==> config.mk <==
export PLATFORM = sky130hd
export DESIGN_NAME = pic_int_sequencer_flat
export DESIGN_NICKNAME = d
export VERILOG_FILES = /design/src/rtl/pic_int_sequencer_if.sv /design/src/rtl/pic_int_sequencer.sv /design/src/flat_wrapper.sv
export SDC_FILE = /design/constraint.sdc
export NUM_CORES = 1
export LEC_CHECK = 0
export ABC_AREA = 1
export CORE_MARGIN = 3
export CORE_UTILIZATION = 50
export CTS_BUF_LIST = sky130_fd_sc_hd__clkbuf_8 sky130_fd_sc_hd__clkbuf_16
export CTS_CLUSTER_SIZE = 16
export DETAILED_ROUTE_END_ITERATION = 7
export PLACE_DENSITY = 0.86
export SLEW_MARGIN = 20
export SYNTH_ARGS = -nofsm -noshare
export SYNTH_HDL_FRONTEND = slang
export SYNTH_SLANG_ARGS = --single-unit
==> constraint.sdc <==
create_clock -name clk -period 2.7 [get_ports clk]
set_input_delay 0.675 -clock clk [delete_from_list [all_inputs] [get_ports clk]]
set_output_delay 0.675 -clock clk [all_outputs]
set_load 0.05 [all_outputs]
==> src/rtl/pic_int_sequencer_if.sv <==
// Signal bundle between the CPU-side logic and the interrupt sequencer.
// No logic: the sequencer owns every output and registers its own state.
// No backpressure; one-cycle strobes (wr_strobe, inta) are consumed when sampled.
//   master: drives request lines, mode pins, register writes and inta strobes
//   slave : returns int_out, the vector bus and the irr/isr/imr registers
interface pic_int_sequencer_if;
    logic [7:0] ir;
    logic       ltim;
    logic       aeoi;
    logic       wr_strobe;
    logic [1:0] wr_sel;
    logic [7:0] wr_data;
    logic       inta;
    logic       int_out;
    logic [7:0] data_out;
    logic       data_oe;
    logic [7:0] irr;
    logic [7:0] isr;
    logic [7:0] imr;

    modport master (
        output ir, ltim, aeoi, wr_strobe, wr_sel, wr_data, inta,
        input  int_out, data_out, data_oe, irr, isr, imr
    );

    modport slave (
        input  ir, ltim, aeoi, wr_strobe, wr_sel, wr_data, inta,
        output int_out, data_out, data_oe, irr, isr, imr
    );
endinterface

==> src/rtl/pic_int_sequencer.sv <==
// 8259A-style IRR/ISR/IMR owner with rotating priority, nesting and the INTA sequence.
// Latency: ir edge -> irr next edge -> int_out one edge later; vector one cycle after 2nd inta.
// No backpressure: writes and inta strobes act on the edge they are sampled.
//   clk, reset : clock and synchronous active-high reset
//   bus (slave): ir/ltim/aeoi/wr_*/inta in; int_out/data_out/data_oe/irr/isr/imr out
module pic_int_sequencer (
    input  logic                 clk,
    input  logic                 reset,
    pic_int_sequencer_if.slave   bus
);

    typedef enum logic [1:0] {IDLE, PEND, ACK1} state_t;

    state_t     state;
    state_t     state_nxt;

    logic [7:0] irr_q;
    logic [7:0] isr_q;
    logic [7:0] imr_q;
    logic [7:0] ir_d;
    logic [7:0] data_q;
    logic       oe_q;
    logic [4:0] base_q;
    logic [2:0] lo_pri;
    logic [2:0] id_q;
    logic       spur_q;

    // Priority resolution over the rotated order lo_pri+1, lo_pri+2, ...
    logic [7:0] req_bits;
    logic [2:0] scan_idx;
    logic [2:0] cand;
    logic [2:0] cand_rank;
    logic       cand_valid;
    logic [2:0] isr_top;
    logic [2:0] top_rank;
    logic       isr_any;
    logic       req;

    assign req_bits = irr_q & ~imr_q;

    always_comb begin
        scan_idx   = 3'd0;
        cand       = 3'd0;
        cand_rank  = 3'd0;
        cand_valid = 1'b0;
        isr_top    = 3'd0;
        top_rank   = 3'd0;
        isr_any    = 1'b0;
        for (int k = 0; k < 8; k++) begin
            scan_idx = lo_pri + 3'(k) + 3'd1;
            if (!cand_valid && req_bits[scan_idx]) begin
                cand       = scan_idx;
                cand_rank  = 3'(k);
                cand_valid = 1'b1;
            end
            if (!isr_any && isr_q[scan_idx]) begin
                isr_top  = scan_idx;
                top_rank = 3'(k);
                isr_any  = 1'b1;
            end
        end
    end

    // Masked ISR bits still count in isr_top, so they keep blocking lower levels.
    assign req = cand_valid && (!isr_any || (cand_rank < top_rank));

    // Acknowledge FSM
    logic ack_take;
    logic ack_spur;
    logic vec_issue;

    always_comb begin
        state_nxt = state;
        ack_take  = 1'b0;
        ack_spur  = 1'b0;
        vec_issue = 1'b0;
        case (state)
            IDLE: begin
                if (req) state_nxt = PEND;
            end
            PEND: begin
                // inta has priority over a dropping req: a late pulse gets the spurious vector.
                if (bus.inta) begin
                    state_nxt = ACK1;
                    if (cand_valid) ack_take = 1'b1;
                    else            ack_spur = 1'b1;
                end else if (!req) begin
                    state_nxt = IDLE;
                end
            end
            ACK1: begin
                if (bus.inta) begin
                    vec_issue = 1'b1;
                    state_nxt = IDLE;
                end
            end
            default: state_nxt = IDLE;
        endcase
    end

    // OCW2 decode; non-specific forms act on the pre-edge ISR.
    logic       ocw_wr;
    logic [2:0] ocw_cmd;
    logic [2:0] ocw_lvl;
    logic [7:0] eoi_clr;
    logic [2:0] lo_pri_nxt;

    assign ocw_wr  = bus.wr_strobe && (bus.wr_sel == 2'b10);
    assign ocw_cmd = bus.wr_data[7:5];
    assign ocw_lvl = bus.wr_data[2:0];

    always_comb begin
        eoi_clr    = 8'h00;
        lo_pri_nxt = lo_pri;
        if (ocw_wr) begin
            case (ocw_cmd)
                3'b001: if (isr_any) eoi_clr = 8'(1) << isr_top;
                3'b011: eoi_clr = 8'(1) << ocw_lvl;
                3'b101: if (isr_any) begin
                    eoi_clr    = 8'(1) << isr_top;
                    lo_pri_nxt = isr_top;
                end
                3'b111: begin
                    eoi_clr    = 8'(1) << ocw_lvl;
                    lo_pri_nxt = ocw_lvl;
                end
                3'b110: lo_pri_nxt = ocw_lvl;
                default: ;
            endcase
        end
    end

    // ISR/IRR next state. The inta set is OR-ed after all clears so it wins a collision.
    logic [7:0] aeoi_clr;
    logic [7:0] isr_set;
    logic [7:0] isr_nxt;
    logic [7:0] irr_nxt;
    logic [7:0] ir_rise;

    assign aeoi_clr = (vec_issue && bus.aeoi && !spur_q) ? (8'(1) << id_q) : 8'h00;
    assign isr_set  = ack_take ? (8'(1) << cand) : 8'h00;
    assign isr_nxt  = (isr_q & ~(eoi_clr | aeoi_clr)) | isr_set;
    assign ir_rise  = bus.ir & ~ir_d;
    // Level mode follows ir; edge mode holds until transfer, a fresh edge beating the clear.
    assign irr_nxt  = bus.ltim ? (bus.ir & ~isr_set) : (ir_rise | (irr_q & ~isr_set));

    always_ff @(posedge clk) begin
        if (reset) begin
            state  <= IDLE;
            irr_q  <= 8'h00;
            isr_q  <= 8'h00;
            imr_q  <= 8'h00;
            ir_d   <= 8'h00;
            data_q <= 8'h00;
            oe_q   <= 1'b0;
            base_q <= 5'd0;
            lo_pri <= 3'd7;
            id_q   <= 3'd0;
            spur_q <= 1'b0;
        end else begin
            state  <= state_nxt;
            irr_q  <= irr_nxt;
            isr_q  <= isr_nxt;
            ir_d   <= bus.ir;
            oe_q   <= vec_issue;
            lo_pri <= lo_pri_nxt;
            if (vec_issue)
                data_q <= {base_q, id_q};
            if (ack_take || ack_spur) begin
                id_q   <= ack_take ? cand : 3'd7;
                spur_q <= ack_spur;
            end
            if (bus.wr_strobe && bus.wr_sel == 2'b00)
                imr_q <= bus.wr_data;
            if (bus.wr_strobe && bus.wr_sel == 2'b01)
                base_q <= bus.wr_data[7:3];
        end
    end

    assign bus.int_out  = (state == PEND);
    assign bus.data_out = data_q;
    assign bus.data_oe  = oe_q;
    assign bus.irr      = irr_q;
    assign bus.isr      = isr_q;
    assign bus.imr      = imr_q;

endmodule

==> src/flat_wrapper.sv <==
// flat-port wrapper written by rule: the top's interface ports become plain ports
module pic_int_sequencer_flat 
  (clk, reset, bus_ir, bus_ltim, bus_aeoi, bus_wr_strobe, bus_wr_sel, bus_wr_data, bus_inta, bus_int_out, bus_data_out, bus_data_oe, bus_irr, bus_isr, bus_imr);
  pic_int_sequencer_if bus_i ();
  input  logic clk;
  input  logic reset;
  input wire logic [$bits(bus_i.ir)-1:0] bus_ir;
  input wire logic [$bits(bus_i.ltim)-1:0] bus_ltim;
  input wire logic [$bits(bus_i.aeoi)-1:0] bus_aeoi;
  input wire logic [$bits(bus_i.wr_strobe)-1:0] bus_wr_strobe;
  input wire logic [$bits(bus_i.wr_sel)-1:0] bus_wr_sel;
  input wire logic [$bits(bus_i.wr_data)-1:0] bus_wr_data;
  input wire logic [$bits(bus_i.inta)-1:0] bus_inta;
  output wire logic [$bits(bus_i.int_out)-1:0] bus_int_out;
  output wire logic [$bits(bus_i.data_out)-1:0] bus_data_out;
  output wire logic [$bits(bus_i.data_oe)-1:0] bus_data_oe;
  output wire logic [$bits(bus_i.irr)-1:0] bus_irr;
  output wire logic [$bits(bus_i.isr)-1:0] bus_isr;
  output wire logic [$bits(bus_i.imr)-1:0] bus_imr;
  assign bus_i.ir = bus_ir;
  assign bus_i.ltim = bus_ltim;
  assign bus_i.aeoi = bus_aeoi;
  assign bus_i.wr_strobe = bus_wr_strobe;
  assign bus_i.wr_sel = bus_wr_sel;
  assign bus_i.wr_data = bus_wr_data;
  assign bus_i.inta = bus_inta;
  assign bus_int_out = bus_i.int_out;
  assign bus_data_out = bus_i.data_out;
  assign bus_data_oe = bus_i.data_oe;
  assign bus_irr = bus_i.irr;
  assign bus_isr = bus_i.isr;
  assign bus_imr = bus_i.imr;
  pic_int_sequencer u_core (.clk(clk), .reset(reset), .bus(bus_i));
endmodule
* Word-level counts from Yosys, hierarchy flattened *
Cells that the tools add are included.

cells by class
  add/subtract/negate cells = 14
  muxes and demuxes = 100
  eq/ne operators = 13
  shift operators = 4
  bitwise gates (word level) = 12
  reduce and logical (&&, ||, !) cells = 46
  $mul = 0
  $lt $le $gt $ge = 9
  div/mod/pow operators = 0

operator list
  cell                   number
  $mux W3                26
  $bmux W1 S3            16
  $mux W1                42
  $and A8 B8 Y8          5
  $mux W8                5
  $lt A3 B4 Y1 const B   8
  $not A8 Y8             4
  $shl A1 B3 Y8 const A  4
  $add A3 B1 Y3 const B  8
  $or A8 B8 Y8           3
  $logic_and A1 B1 Y1    20
  $logic_not A1 Y1       16
  $mux W2                8
  $pmux W8 S2            1
  $add A3 B3 Y3 const B  4
  $eq A3 B3 Y1 const B   3
  $add A3 B2 Y3 const B  2
  $pmux W2 S3            1
  $pmux W3 S2            1
  $reduce_and A3 Y1      2
  $reduce_or A2 Y1       3
  $eq A2 B1 Y1 const B   2
  $eq A2 B2 Y1 const B   2
  $logic_not A2 Y1       2
  other kinds (8)        10

storage, ports and cells
  register bits after elaboration = 55
  bits in writable memories = 0
  memories = 0
  logic and storage cells = 209
  bits of input ports = 24
  bits in latches = 0
  ROM bits = 0

* Logic depth before layout (Yosys ltp) *
Gate-level depths: netlist of the first run.

  depth after elaboration = 34
  gate-level depth with buffers = 24
  depth with buffers taken out = 22

* Worst setup path after synthesis of the first run *
OpenSTA, ideal clock, no wires.

  path type = reg-to-reg
  start point = reg u_core.lo_pri[0]
  end point = reg u_core.state[0]
  clock period less this slack = 2.924 ns
  arrival time = 2.854 ns
  stages on the path, launching flop included = 21
  required time = 2.630 ns
  path slack = -0.224 ns
  path buffers = 2
  path through = dfxtp_1 inv_2 buf_6 ha_1 buf_4 xnor2_1 nand2_1 nand3_1 nand2_2 nor2_4 nand4_4 nor2_4 nand3_2 clkinv_1 nor2_1 nand3_1 inv_1 ha_1 a21oi_1 nand2_1 a21oi_1

between the ends
  cells in the longest elaborated chain, start to end = 30

RTL lines
  element                                                                 RTL line                  text
  start, declared                                                         pic_int_sequencer.sv:24   logic [2:0] lo_pri;
  start signal, assigned                                                  pic_int_sequencer.sv:166  lo_pri <= lo_pri_nxt;
  parallel branches: the longest is 27 deep, another holds $add A3 B1 Y3  -
  $logic_and A1 B1 Y1 (*)                                                 pic_int_sequencer.sv:65   assign req = cand_valid && (!isr_any || (cand_rank < top_rank));
  $ne A3 B3 Y1 (no source line) / $ne A2 B1 Y1 (equally long branches)    -
  $reduce_and A3 Y1 (no source line) (*)                                  -
  end signal, assigned                                                    pic_int_sequencer.sv:161  state <= state_nxt;
  end, declared                                                           pic_int_sequencer.sv:14   state_t state;

Every way passes the cells marked *. The select of a mux whose other input is x is not followed.
A chain may end at the register's enable or synchronous reset.

* Final worst setup path of the first run *
  start point = reg u_core.lo_pri[0]
  end point = reg u_core.irr_q[5], in the netlist u_core.bus.irr[5]

between the ends
  cells in the longest elaborated chain, start to end = 33

RTL lines
  element                                                                 RTL line                  text
  parallel branches: the longest is 28 deep, another holds $add A3 B1 Y3  -
  $mux W8 (*)                                                             pic_int_sequencer.sv:141  assign isr_set = ack_take ? (8'(1) << cand) : 8'h00;
  $not A8 Y8 (*)                                                          pic_int_sequencer.sv:145  assign irr_nxt = bus.ltim ? (bus.ir & ~isr_set) : (ir_rise | (irr_q & ~isr_set));
  $and A8 B8 Y8                                                           pic_int_sequencer.sv:145
  $or A8 B8 Y8                                                            pic_int_sequencer.sv:145
  $mux W8 (*)                                                             pic_int_sequencer.sv:145
  end signal, assigned                                                    pic_int_sequencer.sv:162  irr_q <= irr_nxt;
  end, declared                                                           pic_int_sequencer.sv:17   logic [7:0] irr_q;

Marks and branches as above.

==> flow_summary.ini, run 1 <==
[sta]
hold_viol = 0
rsz0062_at_grt = true
max_freq_mhz = 351
slew_headroom_pct = 62.2
finalCritPeriodShare_pct = 105
timing.final.crit_period_ps = 2850
setup_viol = 17
fin_skew_ps = 7.58
setup_tns_ps = -970
layout_setup_ws_ps = -148
worstMarginPinSlew_ps = 566
slew_viol_final = 0

[status]
failed_checks = setup timing
status = finished with violations

[die]
core_area_um2 = 7770
start_util_pct = 51.7
die_y_um = 95.6
die_area_um2 = 9140
core.rowCount = 32
ios = 58
dieWidth_um = 95.6

[critical_path]
critPathKind = reg -> reg
crit_fanout = 25
cp-end-kind = flop
r2r-start = u_core.lo_pri[0]
startpoint = u_core.lo_pri[0]
worst_ep_required_time_ps = 2900
reg2reg_slack_ps = -150
cp_data_arrival_time_ps = 3050
cp-start-kind = flop

[global_route]
grt_max_degree = 32
grtUsageMet3_pct = 4.26
track_usage_pct = 30.2
grt_pass1_vias = 4613
grt_use_met1_pct = 37.7
antenna_found_initial = 0
grt-ovfl-total = 0
grtUsageMet2_pct = 50.9
grt_pass1_wl_um = 21700
grt.busiest_layer = met2

[synth]
ys.flop_type = dfxtp_1
synth_seq_cells = 55
synth_edf_count = 0
synth_cell_types = 43
synth_cells = 658
ys_seq_area_share_pct = 27.4
syn_area_per_cell_um2 = 6.10
ys_warn_count = 0
netlist_area_um2 = 4020
async_flop_share_pct = 0
synth_nets = 687

[route]
avgRoutedWirePerCell_um = 16.0
firstDrtPassIters = 5
viasPerCell = 5.68
antenna_left = 0
via_count = 4997
drc_errors = 0
drt-total-wl_um = 14100
drt_iter0_drc = 463

[clock_network]
cts-root-buf = clkbuf_8
cts_max_level = 2
cts.clk_slew.worst_paths_ps = 110
numCtsBuffers = 5
clock_latency_ps = 310
clock_sinks = 55
cts_tree = built
cts_buffer_depth = 2

[finish]
fin_cells = 880
final_common_cell = nand2_1
area_delta_synth_final_pct = 40.7
seq_area_um2 = 1110
drive_gt1_share_pct = 26.2
layout_common_cells = nand2_1, inv_1, buf_4, nand3_1, clkdlybuf4s50_1
n_antenna_cell = 0
final_nets = 806
multi_input_area_um2 = 2870
filler_cell_count = 609

[run]
max_cap_viol_count = 0

[power_and_ir_drop]
p_leak_nw = 2.57
cellPowerDensity_nw_per_um2 = 556
total_power_mw = 3.14
ir_drop_mv = 0.519

[place]
port_buffers = 57
place_congestion = 1.02
dpl.hpwl_um = 10400
dp.cells = 850

[min_path]
hp-class = reg -> reg
holdCritStartpoint = u_core.base_q[0]
-- final timing paths --
check                           depth (start not counted)                     end
worst max-delay path                                   17       u_core.bus.irr[5]
worst min-delay path                                    2  u_core.bus.data_out[3]
worst max register to register                         17       u_core.bus.irr[5]
worst min register to register                          2  u_core.bus.data_out[3]
-- per-layer routing --
metal | routed length (um) | up-vias | share of wire, %
met5 | 0 | - | 0
met4 | 633 | 0 | 4.5
met3 | 1150 | 50 | 8.1
met2 | 6780 | 261 | 48
met1 | 5550 | 2293 | 39
li1 | - | 2393 | -
-- power by group --
group	internal, mW	leakage (nW)	switching [mW]	total [mW]
clock	0.217	0.0533	0.287	0.504
combinational	0.647	2.07	1.04	1.69
sequential	0.883	0.450	0.0611	0.944
-- logic make-up after synthesis --
family          after synthesis  synth area share [%]
compound gates              109                  15.8
xor+xnor                      3                  1.31
fa+ha+maj                     5                  1.56
buf+inv                     102                  10.5
flops                        55                  27.4
simple gates                384                  43.5
-- layout make-up --
cell class	instances	area share (%)
clock buffer	6	1.46
clock inverter	2	0.354
inverter	85	5.80
multi-input combinational	502	50.8
sequential	55	19.6
tap	102	2.26
timing repair buffer	128	19.8
-- cells in the mapped netlist (4+ instances only) --
library cell | count | area [um^2]
nand2_1 | 182 | 683
nand3_1 | 85 | 425
inv_1 | 75 | 282
nor2_1 | 65 | 244
dfxtp_1 | 55 | 1100
a21oi_1 | 45 | 225
o21ai_0 | 36 | 180
nand4_1 | 12 | 75.1
nand2_2 | 11 | 68.8
clkbuf_1 | 8 | 30.0
inv_2 | 8 | 30.0
or2_2 | 7 | 43.8
ha_1 | 5 | 62.6
a31oi_1 | 4 | 25.0
nand3_2 | 4 | 40.0
nor2_2 | 4 | 25.0
nor2_4 | 4 | 45.0
nor3_1 | 4 | 20.0
-- per-stage QoR --
step / setup slack (ps) / hold WS, ps / utilization (%) / instance area (um^2)
final: -148 / 463 / 72.8 / 5650
after global routing: -336 / 483 / 72.8 / 5650
after global placement: -79.1 / 439 / 64.6 / 5020
after floorplan: -21.5 / 430 / - / 4060
after CTS: -24.9 / 463 / 69.4 / 5390
after detailed placement: -150 / 447 / 64.6 / 5020
-- sequential cells by signal, indices dropped and copies added, names as in the netlist --
signal / flops
u_core.id_q: 3
u_core.bus.data_oe: 1
u_core.bus.data_out: 8
u_core.ir_d: 8
u_core.base_q: 5
u_core.bus.irr: 8
u_core.state: 2
u_core.bus.isr: 8
u_core.bus.imr: 8
u_core.lo_pri: 3
u_core.spur_q: 1
-- critical path, cell delays in order, from the launching register on --
cell	delay (ps)
dfxtp_4	390
buf_6	240
nand3_1	200
nand3_1	180
nand2_1	70
nand2_1	100
nand2_4	80
buf_4	150
nand4_1	130
nor2_1	70
nor2_2	120
nand3_2	160
o21ai_4	320
nand2_1	100
o21bai_1	200
nand2_1	70
nand2_1	60
a21oi_1	60
-- what timing repair did --
action / 4_1_cts / 5_1_grt
pin swaps: 16 / 32
hold buffers: 0 / 0
gates cloned: 1 / 0
setup endpoints to repair: 17 / 21
buffers inserted: 14 / 7
resized for setup: 39 / 56
Note: power is estimated with default switching activity, not from simulation.
==> run 2, diff against run 1 <==
CTS_CLUSTER_SIZE = unset   (was 16)
==> results of run 2 <==
No change in the layout: final DEF, timing and power equal those of run 1.
